[src/rtl/perm_rr_sched.sv]
// rtl/perm_rr_sched.sv - round-robin scheduler feeding one registered bit-reversal unit
// Optional parity output/error-injection input enabled by defining PERM_RR_SCHED_PARITY_EN.
module perm_rr_sched #(
  parameter int N     = 8,
  parameter int NREQ  = 4,
  parameter int BURST = 4
) (
  input  logic                       clk,
  input  logic                       rst,
  input  logic [NREQ-1:0]            req,
  input  logic [NREQ*N-1:0]          req_data,
  output logic [NREQ-1:0]            gnt,
  output logic [N-1:0]               out_data,
  output logic [$clog2(NREQ)-1:0]    out_id,
  output logic                       out_valid,
  input  logic                       out_ready,
`ifdef PERM_RR_SCHED_PARITY_EN
  output logic                       out_par,
  input  logic                       in_err_inj,
`endif
  output logic                       busy
);

  localparam int IDW = $clog2(NREQ);
  localparam int CW  = $clog2(BURST + 1);

  typedef enum logic {IDLE, OWN} state_t;

  state_t           state_q, state_d;
  logic [IDW-1:0]   ptr_q, ptr_d;
  logic [IDW-1:0]   owner_q, owner_d;
  logic [CW-1:0]    cnt_q, cnt_d;

  logic             out_valid_q;
  logic [N-1:0]     out_data_q;
  logic [IDW-1:0]   out_id_q;

  logic             slot_free;
  logic             found;
  logic [IDW-1:0]   winner;
  logic             transfer;
  logic [IDW-1:0]   win_id;
  logic [N-1:0]     lane [NREQ];
  logic [N-1:0]     sel_vec;
  logic [N-1:0]     rev_vec;

  function automatic logic [IDW-1:0] next_id(input logic [IDW-1:0] id);
    return (id == IDW'(NREQ - 1)) ? '0 : id + 1'b1;
  endfunction

  assign slot_free = !out_valid_q | out_ready;

  // Rotating priority: the first requester at or after ptr wins.
  always_comb begin
    found  = 1'b0;
    winner = '0;
    for (int k = 0; k < NREQ; k++) begin
      logic [IDW-1:0] idx;
      idx = IDW'((int'(ptr_q) + k) % NREQ);
      if (!found && req[idx]) begin
        found  = 1'b1;
        winner = idx;
      end
    end
  end

  always_ff @(posedge clk or posedge rst) begin
    if (rst) begin
      state_q <= IDLE;
      ptr_q   <= '0;
      owner_q <= '0;
      cnt_q   <= '0;
    end else begin
      state_q <= state_d;
      ptr_q   <= ptr_d;
      owner_q <= owner_d;
      cnt_q   <= cnt_d;
    end
  end

  always_comb begin
    state_d = state_q;
    ptr_d   = ptr_q;
    owner_d = owner_q;
    cnt_d   = cnt_q;
    case (state_q)
      IDLE: begin
        if (slot_free && found) begin
          if (BURST == 1) begin
            ptr_d = next_id(winner);
          end else begin
            state_d = OWN;
            owner_d = winner;
            cnt_d   = CW'(1);
          end
        end
      end
      OWN: begin
        // A stalled owner holds its tenure whatever its request does.
        if (slot_free) begin
          if (req[owner_q] && (cnt_q + 1'b1 != CW'(BURST))) begin
            cnt_d = cnt_q + 1'b1;
          end else begin
            state_d = IDLE;
            ptr_d   = next_id(owner_q);
          end
        end
      end
      default: state_d = IDLE;
    endcase
  end

  always_comb begin
    gnt = '0;
    if (!rst && slot_free) begin
      if (state_q == IDLE) begin
        if (found) gnt[winner] = 1'b1;
      end else begin
        gnt[owner_q] = req[owner_q];
      end
    end
  end

  assign busy     = (state_q == OWN);
  assign transfer = |(req & gnt);
  assign win_id   = (state_q == IDLE) ? winner : owner_q;

  always_comb begin
    for (int k = 0; k < NREQ; k++) lane[k] = req_data[k*N +: N];
  end

  assign sel_vec = lane[win_id];

  always_comb begin
    rev_vec = '0;
    for (int i = 0; i < N; i++) rev_vec[i] = sel_vec[N-1-i];
  end

  always_ff @(posedge clk or posedge rst) begin
    if (rst) begin
      out_valid_q <= 1'b0;
      out_data_q  <= '0;
      out_id_q    <= '0;
    end else if (transfer) begin
      out_valid_q <= 1'b1;
      out_data_q  <= rev_vec;
      out_id_q    <= win_id;
    end else if (out_ready) begin
      out_valid_q <= 1'b0;
    end
  end

`ifdef PERM_RR_SCHED_PARITY_EN
  logic out_par_q;

  always_ff @(posedge clk or posedge rst) begin
    if (rst) begin
      out_par_q <= 1'b0;
    end else if (transfer) begin
      out_par_q <= (^rev_vec) ^ in_err_inj;
    end
  end

  assign out_par = out_par_q;
`endif

  assign out_valid = out_valid_q;
  assign out_data  = out_data_q;
  assign out_id    = out_id_q;

endmodule

[config.mk]
export PLATFORM = sky130hd
export DESIGN_NAME = perm_rr_sched
export DESIGN_NICKNAME = d
export VERILOG_FILES = /design/src/rtl/perm_rr_sched.sv
export SDC_FILE = /design/constraint.sdc
export NUM_CORES = 1
export LEC_CHECK = 0
export BUFFER_PORTS_ARGS = -buffer_cell sky130_fd_sc_hd__buf_2
export CORE_ASPECT_RATIO = 0.7
export CORE_UTILIZATION = 50
export CTS_BUF_LIST = sky130_fd_sc_hd__clkbuf_4
export DETAILED_ROUTE_END_ITERATION = 12
export HOLD_SLACK_MARGIN = 0.02
export PLACE_DENSITY = 0.81
export SETUP_SLACK_MARGIN = 0.3
export SLEW_MARGIN = 30
export SYNTH_ARGS = -nofsm -noshare
export SYNTH_HDL_FRONTEND = slang
export SYNTH_SLANG_ARGS = --single-unit
[constraint.sdc]
create_clock -name clk -period 5.87 [get_ports clk]
set_input_delay 0 -clock clk [delete_from_list [all_inputs] [get_ports clk]]
set_output_delay 0 -clock clk [all_outputs]
set_load 0.1 [all_outputs]
After elaboration in Yosys (flattened, before gate mapping)
Index checks and enable logic that the tools add are counted.

$add $sub $neg: 5. Magnitude comparators: 9. Equal/unequal tests: 5. Muxes and demuxes: 40. Bitwise operators: 6. Reduce and logical (&&, ||, !) cells: 18.

Operators with widths (number): less-than comparator 2 x 3 -> 1 bit (second input constant) (6); binary-select mux 8 bit (select 2 bit) (1); 2-to-1 mux 1 bit (16); 2-to-1 mux 8 bit (2); 2-to-1 mux 2 bit (6); 2-to-1 mux 4 bit (3); binary-select mux 1 bit (select 2 bit) (5); 2-to-1 mux 3 bit (3); bitwise AND 4 bit (2); logical AND 1 bit (8); one-hot mux 3 bit (2 select lines) (1); AND reduction 3 bit (2); logical NOT 1 bit (5); adder 2 x 1 -> 2 bit (second input constant) (2); adder 2 bit (second input constant) (2); demux 1 bit (select 2 bit) (2); >= comparator 2 x 1 -> 1 bit (second input constant) (2); inequality test 2 x 1 -> 1 bit (second input constant) (2); OR reduction 4 bit (1); adder 3 x 1 -> 3 bit (second input constant) (1); >= comparator 3 bit (second input constant) (1); inequality test 3 bit (second input constant) (1); NOT 2 -> 3 bit (1); equality test 2 bit (second input constant) (1); 6 further kinds (7).

Bits in registers: 19. Input port bits: 39. Output and inout port bits: 16. Logic and storage cells: 90.

Depth between registers and ports, before layout
Gate-level depths: netlist of run 1.

Depth after elaboration: 22. Gate-level depth with buffers: 8. Gate-level depth less buffers: 7.

Least setup slack after synthesis of run 1
No wires, ideal clock.

Path type: register to output. Start point: register state_q, in the netlist busy. End point: output port gnt[1]. Arrival: 3.246 ns. Data required time: 5.870 ns. Path slack: 2.624 ns. Stages on the path, launching flop included: 6. Buffers on the path: 2. Cells stage by stage: dfrtp_1 -> clkbuf_1 -> clkbuf_1 -> and2_1 -> nand2_1 -> a21oi_1.

Word-level cells in the longest chain between the ends: 2.

Ends and longest elaborated chain: start, declared (RTL line 29) `state_t state_q, state_d;`; start signal, assigned (RTL line 74) `state_q <= state_d;`; 2-to-1 mux 4 bit (RTL line 116) `if (state_q == IDLE) begin`; 2-to-1 mux 4 bit (RTL line 115) `if (!rst && slot_free) begin`; end, declared (RTL line 12) `output logic [NREQ-1:0] gnt,`.

Every way passes these cells.

Worst setup path after layout of run 1
Start point: input port rst. End point: register out_data_q[5], in the netlist out_data[5].

Word-level cells in the longest chain between the ends: 5.

Ends and longest elaborated chain: start, declared (RTL line 9) `input logic rst,`; logical NOT 1 bit (no line); logical AND 1 bit (RTL line 115); 2-to-1 mux 4 bit (RTL line 115); bitwise AND 4 bit (RTL line 125) `assign transfer = |(req & gnt);`; OR reduction 4 bit (RTL line 125); end signal, assigned (RTL line 146) `out_data_q <= rev_vec;`; end, declared (RTL line 35) `logic [N-1:0] out_data_q;`.

Every way passes these cells. A chain may end at the register's enable or synchronous reset.

==> run_results.csv, run 1 <==
group,metric,value,unit
yosys,ys_warn_count,0,
sta,setup_violations,0,
floorplanning,die_w,66.7,microns
clock_network,post_cts_buffers,0,
sta,slew_headroom,38.8,%
clock_network,clk_pin_slew,0.12,ns
sta,fmax,345,MHz
detailed_routing,avgRoutedWirePerCell,14.8,microns
final_layout,antenna-diode-count,0,
floorplanning,die_y,47.3,microns
global_routing,antenna_found_initial,0,
detailed_routing,via_count,1328,
setup_path,worstPathMaxFanout,20,
final_layout,area_growth,20.9,%
detailed_routing,drt-pass1-iter-count,4,
sta,drv_slew,0,
floorplanning,coreArea,2780,sq um
sta,fin_crit_sh,49.4,%
final_layout,stdcell_area,1770,sq um
floorplanning,io_pins,55,
yosys,synth_ff_type,"dfrtp_1",
yosys,synth_cell_types,45,
yosys,synth_top_area_cell,"dfrtp_1",
global_routing,grt_start_max_net_pins,24,
clock_network,cts_buffers,3,
clock_network,insertion_delay,0.30,ns
yosys,ys_seq_area_share,32.5,%
run,cap_violations,0,
global_routing,grt_pass1_vias,1153,
placement,dp_hpwl,2.68,mm
floorplanning,dieArea,3150,sq um
sta,clock_skew,0.0109,ns
clock_network,cts_tree,"yes",
clock_network,clock_path_buffers,2,
setup_path,r2r-end,"out_data[5]",
detailed_routing,drtIter0Drc,54,
floorplanning,start_util,52.6,%
floorplanning,num_rows,16,
detailed_routing,totalWireLength,3.43,mm
detailed_routing,ant_nets,0,
setup_path,r2r_start,"owner_q[0]",
setup_path,startpoint_type,"primary input",
clock_network,cts.sinks,19,
sta,final_hold_viol_count,0,
clock_network,cts_root_buffer,"clkbuf_4",
yosys,synth_edf_count,0,
sta,rsz0062_at_grt,"false",
final_layout,drive_gt1_share,40.0,%
yosys,synth_nets,190,
setup_path,r2r_slack,3.18,ns
yosys,syn_area_per_cell,10.1,sq um
setup_path,path_class,"in -> reg",
clock_network,cts_max_level,1,
yosys,syn_inst,145,
yosys,synth.area.top_cells,"dfrtp_1 32%, mux2i_1 11%, a221oi_2 8.2%",
hold_path,min_path_type,"in -> reg",
setup_path,critPathCaptureType,"flip-flop",
yosys,synth_seq_cells,19,
sta,tns,0,ns
setup_path,arrival,3.05,ns
yosys,syn-cell-area,1460,sq um
setup_path,reg2regPathDepth,5,
placement,gp_congestion,0.842,
placement,placed_area,1720,sq um
placement,portBuffers,54,
yosys,synthArstFlopShare,100,%
sta,timing.hold.ws,0.0562,ns
detailed_routing,route.detailed.drc,0,
placement,dp_slack,3.13,ns
final_layout,fin_nets,241,
setup_path,endpoint,"out_data[5]",
setup_path,required,6.02,ns
global_routing,grt_usage,22.0,%
setup_path,startpoint,"rst",
sta,setup_ws,2.97,ns
sta,period_minus_slack,2.90,ns
global_routing,gr-total-overflow,0,
yosys,synth_top_cell_area_share,32.5,%
status,outcome,"finished, final reports clean",
sta,tightest_slew,0.916,ns
detailed_routing,via_per_inst,5.75,
global_routing,grt_pass1_wl,5.17,mm
cell usage in the layout (no fill, tap or decap), types with 4 or more instances in the layout:
cell,n
dfrtp_1,19
buf_2,54
mux2i_1,16
a21oi_1,9
nand3_1,4
nand2b_1,6
ha_1,6
nor2_1,17
nand2_1,7
inv_1,5
a221oi_2,8
per-stage QoR:
stage                     cells  utilization [%]
after floorplan             145                -
after global placement      225             61.9
after detailed placement    225             61.9
after CTS                   230             63.2
after global routing        231             63.6
final                       231             63.6
area by class of cell:
type                    count  area (sq um)
clock buffers               3          22.5
clock inverters             1          5.00
fillers                   234          1010
inverters                   5          18.8
multi-input cells         111           912
flip-flops and latches     19           475
well taps                  36          45.0
repair buffers             56           292
cell families (layout without fill, tap and decap cells):
logic type / after synthesis / after routing / synth area share, %
multiplexers: 19 / 19 / 14.0
buffers and inverters: 15 / 65 / 6.41
AND/OR/NAND/NOR: 48 / 48 / 18.1
flip-flops: 19 / 19 / 32.5
adder cells (fa/ha/maj): 6 / 6 / 5.13
XOR/XNOR: 1 / 1 / 0.598
AO/OA/AOI/OAI: 37 / 37 / 23.2
cells in the mapped netlist, types with 3 or more instances:
| cell | count |
|---|---|
| dfrtp_1 | 19 |
| nor2_1 | 17 |
| mux2i_1 | 16 |
| a21oi_1 | 9 |
| a221oi_2 | 8 |
| nand2_1 | 7 |
| ha_1 | 6 |
| nand2b_1 | 6 |
| inv_1 | 5 |
| buf_6 | 4 |
| nand3_1 | 4 |
| o21ai_0 | 3 |
registers in the layout (all words and copies together) (netlist names):
name       cells
owner_q        2
cnt_q          3
out_valid      1
ptr_q          2
out_data       8
busy           1
out_id         2
what timing repair did:
item                      4_1_cts  5_1_grt
hold buffers                    1        0
hold endpoints to repair       19        0
resized for setup               0        0
metal layers:
metal / part of all wire, % / GRT usage (%) / vias to the layer above
li1: - / - / 639
met1: 44 / 29.5 / 649
met2: 51 / 38.8 / 38
met3: 4.5 / 4.61 / 2
met4: 0.29 / 1.70 / 0
met5: 0 / 0 / -
how the worst min path moves through the flow:
stage,from,to,slack (ns),depth (start not counted)
after floorplan,rst,busy,-0.04,1
after global placement,rst,cnt_q[2],0.17,2
after detailed placement,rst,cnt_q[2],0.19,2
after CTS,req_data[31],out_data[0],0.06,3
after global routing,req_data[26],out_data[5],0.05,3
final,req_data[24],out_data[7],0.06,3
worst max-delay path, cell delays in order:
cell	delay, ns
dlygate4sd3_1	0.52
buf_2	0.14
inv_1	0.54
nand2_1	0.31
o32ai_4	0.57
nor2b_1	0.81
a221oi_2	0.15
Power of run 1 is left out: the tool's default activity adds up to more than one toggle a clock period on the data nets, which glitch-free logic cannot reach.
==> run 2: changes to the inputs <==
--- a/config.mk
+++ b/config.mk
@@ -5,13 +5,14 @@
 export SDC_FILE = /design/constraint.sdc
 export NUM_CORES = 1
 export LEC_CHECK = 0
+export ABC_AREA = 1
 export BUFFER_PORTS_ARGS = -buffer_cell sky130_fd_sc_hd__buf_2
 export CORE_ASPECT_RATIO = 0.7
-export CORE_UTILIZATION = 50
+export CORE_UTILIZATION = 48
 export CTS_BUF_LIST = sky130_fd_sc_hd__clkbuf_4
 export DETAILED_ROUTE_END_ITERATION = 12
 export HOLD_SLACK_MARGIN = 0.02
-export PLACE_DENSITY = 0.81
+export PLACE_DENSITY = 0.78
 export SETUP_SLACK_MARGIN = 0.3
 export SLEW_MARGIN = 30
 export SYNTH_ARGS = -nofsm -noshare
==> constraint.sdc (replaced) <==
create_clock -name clk -period 2.6 [get_ports clk]
set_input_delay 0 -clock clk [delete_from_list [all_inputs] [get_ports clk]]
set_output_delay 0 -clock clk [all_outputs]
set_load 0.1 [all_outputs]
==> run_results.csv, run 2 <==
group,metric,value,unit
status,outcome,"finished, final reports clean",
yosys,syn_inst,284,
detailed_routing,route.detailed.drc,0,
yosys,syn-cell-area,1810,sq um
placement,portBuffers,54,
floorplanning,coreArea,3560,sq um
final_layout,drive_gt1_share,31.1,%
setup_path,worstPathMaxFanout,8,
final_layout,fin_nets,387,
yosys,muxShareOfSynthArea,0.623,%
placement,gp_congestion,0.918,
sta,tightest_slew,0.722,ns
yosys,synth-simple-area-share,43.4,%
yosys,synth_ff_type,"dfrtp_1",
yosys,synth_top_cell_area_share,26.3,%
global_routing,grt_start_max_net_pins,20,
yosys,synthTopCellsByCount,"104 x nand2_1, 45 x inv_1, 26 x nand3_1",
sta,tns,0,ns
final_layout,area_growth,24.6,%
floorplanning,num_rows,18,
yosys,post-synth-top-count-cell,"nand2_1",
floorplanning,dieArea,4020,sq um
clock_network,cts_max_level,1,
detailed_routing,avgRoutedWirePerCell,11.5,microns
yosys,synth_fa_ha_area_share,4.16,%
detailed_routing,ant_nets,0,
yosys,synth_xor_area_share,0.485,%
sta,period_minus_slack,2.17,ns
sta,slew_headroom,51.8,%
detailed_routing,drtIter0Drc,207,
global_routing,grt_usage,22.8,%
detailed_routing,drt-pass1-iter-count,4,
yosys,syn_area_per_cell,6.36,sq um
final_layout,layout_common_cells,"104 x nand2_1, 50 x buf_2, 45 x inv_1",
sta,clock_skew,0.000782,ns
final_layout,largest_reg_flops,8,
yosys,synth-compound-area-share,10.4,%
final_layout,antenna-diode-count,0,
detailed_routing,totalWireLength,4.49,mm
final_layout,n_fill_cell,325,
run,cap_violations,0,
setup_path,startpoint_type,"flip-flop",
yosys,ys_warn_count,0,
clock_network,cts_root_buffer,"clkbuf_4",
clock_network,cts.sinks,19,
final_layout,final_common_cell,"nand2_1",
global_routing,grt_pass1_vias,1501,
setup_path,critPathCaptureType,"output port",
setup_path,required,2.60,ns
yosys,synthArstFlopShare,100,%
clock_network,insertion_delay,0.30,ns
clock_network,cts_tree,"yes",
yosys,synth.area.top_cells,"dfrtp_1 26%, nand2_1 22%, inv_1 9.3%",
sta,final_hold_viol_count,0,
global_routing,antenna_found_initial,0,
clock_network,clock_path_buffers,2,
clock_network,clk_pin_slew,0.11,ns
hold_path,min_path_type,"in -> reg",
yosys,synth_cell_types,27,
yosys,ys_seq_area_share,26.3,%
yosys,synth_edf_count,0,
detailed_routing,via_per_inst,4.79,
yosys,synth_nets,329,
floorplanning,io_pins,55,
sta,setup_violations,0,
yosys,synth_seq_cells,19,
setup_path,path_class,"reg -> out",
setup_path,reg2regPathDepth,15,
global_routing,gr-total-overflow,0,
sta,rsz0062_at_grt,"true",
yosys,synth_top_area_cell,"dfrtp_1",
floorplanning,start_util,50.8,%
floorplanning,die_w,75.3,microns
placement,dp_hpwl,3.35,mm
sta,fin_crit_sh,83.6,%
sta,drv_slew,0,
setup_path,arrival,2.17,ns
clock_network,cts_buffers,3,
floorplanning,die_y,53.3,microns
detailed_routing,via_count,1871,
sta,fmax,460,MHz
hold_path,hold_depth,7,
yosys,synth_top_family_by_area,"simple AND/OR/NAND/NOR gates",
global_routing,grt_pass1_wl,6.96,mm
[run 2: cell count changes in the layout (fill, tap and decap cells not counted), sizes merged, moves of 6 or more]
| cell | delta |
|---|---|
| o21ai | +19 |
| a221oi | -9 |
| nand2 | +113 |
| mux2i | -16 |
| nand3 | +28 |
| inv | +45 |
| nor2 | -7 |
| nand2b | -6 |
[run 2: path summary, 6_finish.rpt]
| check | endpoint | slack [ns] | from |
|---|---|---|---|
| setup reg to reg | out_data[3] | 0.49 | ptr_q[0] |
| hold / removal | out_data[1] | 0.11 | req_data[14] |
| hold reg to reg | out_data[3] | 0.49 | out_data[3] |
| max in group asynchronous | busy | 1.75 | rst |
| setup / recovery | gnt[0] | 0.43 | ptr_q[0] |
| min in group asynchronous | cnt_q[1] | 0.36 | rst |
[run 2: cells by family (layout without fill, tap and decap cells)]
logic type,count (synthesis),count (layout)
mux,1,1
simple gates,167,168
xor+xnor,1,1
flops,19,19
fa+ha+maj,6,6
compound gates,31,32
buf+inv,59,114
[run 2: per-stage QoR]
step                      setup slack [ns]  util [%]  std cells  instance area, sq um  hold WS [ns]
after floorplan                      0.462         -        284                  1830       -0.0489
after global placement               0.251      58.6        380                  2090         0.152
after detailed placement             0.216      58.6        380                  2090         0.160
after CTS                            0.344      60.3        386                  2140         0.105
after global routing                 0.272      63.3        391                  2250         0.163
final                                0.427      63.3        391                  2250         0.114
[run 2: final cells by class]
| class | count | area [sq um] | share of cell area [%] |
|---|---|---|---|
| tap | 50 | 62.6 | 2.78 |
| multi-input combinational | 208 | 1130 | 50.0 |
| inverter | 51 | 194 | 8.62 |
| clock buffer | 3 | 22.5 | 1.00 |
| sequential | 19 | 478 | 21.2 |
| clock inverter | 1 | 5.00 | 0.222 |
| timing repair buffer | 59 | 363 | 16.1 |
[run 2: what timing repair did]
item,CTS,global route
setup buffers,0,3
setup endpoints to repair,15,15
gates cloned,0,2
hold buffers,2,0
hold endpoints to repair,20,0
gates resized for setup,5,10
pin swaps,0,2
[run 2: worst max-delay path: stages, from the launching register on]
cell     delay [ns]
dfrtp_2        0.48
inv_2          0.13
nand2_1        0.09
nand3_2        0.11
nand2_4        0.07
nor2_4         0.15
nand3_1        0.09
nand2_1        0.09
nand2_2        0.09
nand2_2        0.13
and3_2         0.21
buf_6          0.22
[run 2: routing by layer]
metal	vias up	track usage [%]	wire, microns
li1	993	-	-
met5	-	0	0
met3	4	2.67	313
met1	815	38.0	2360
met4	0	5.86	27
met2	59	29.6	1790
Power of run 2 is left out for the same reason.
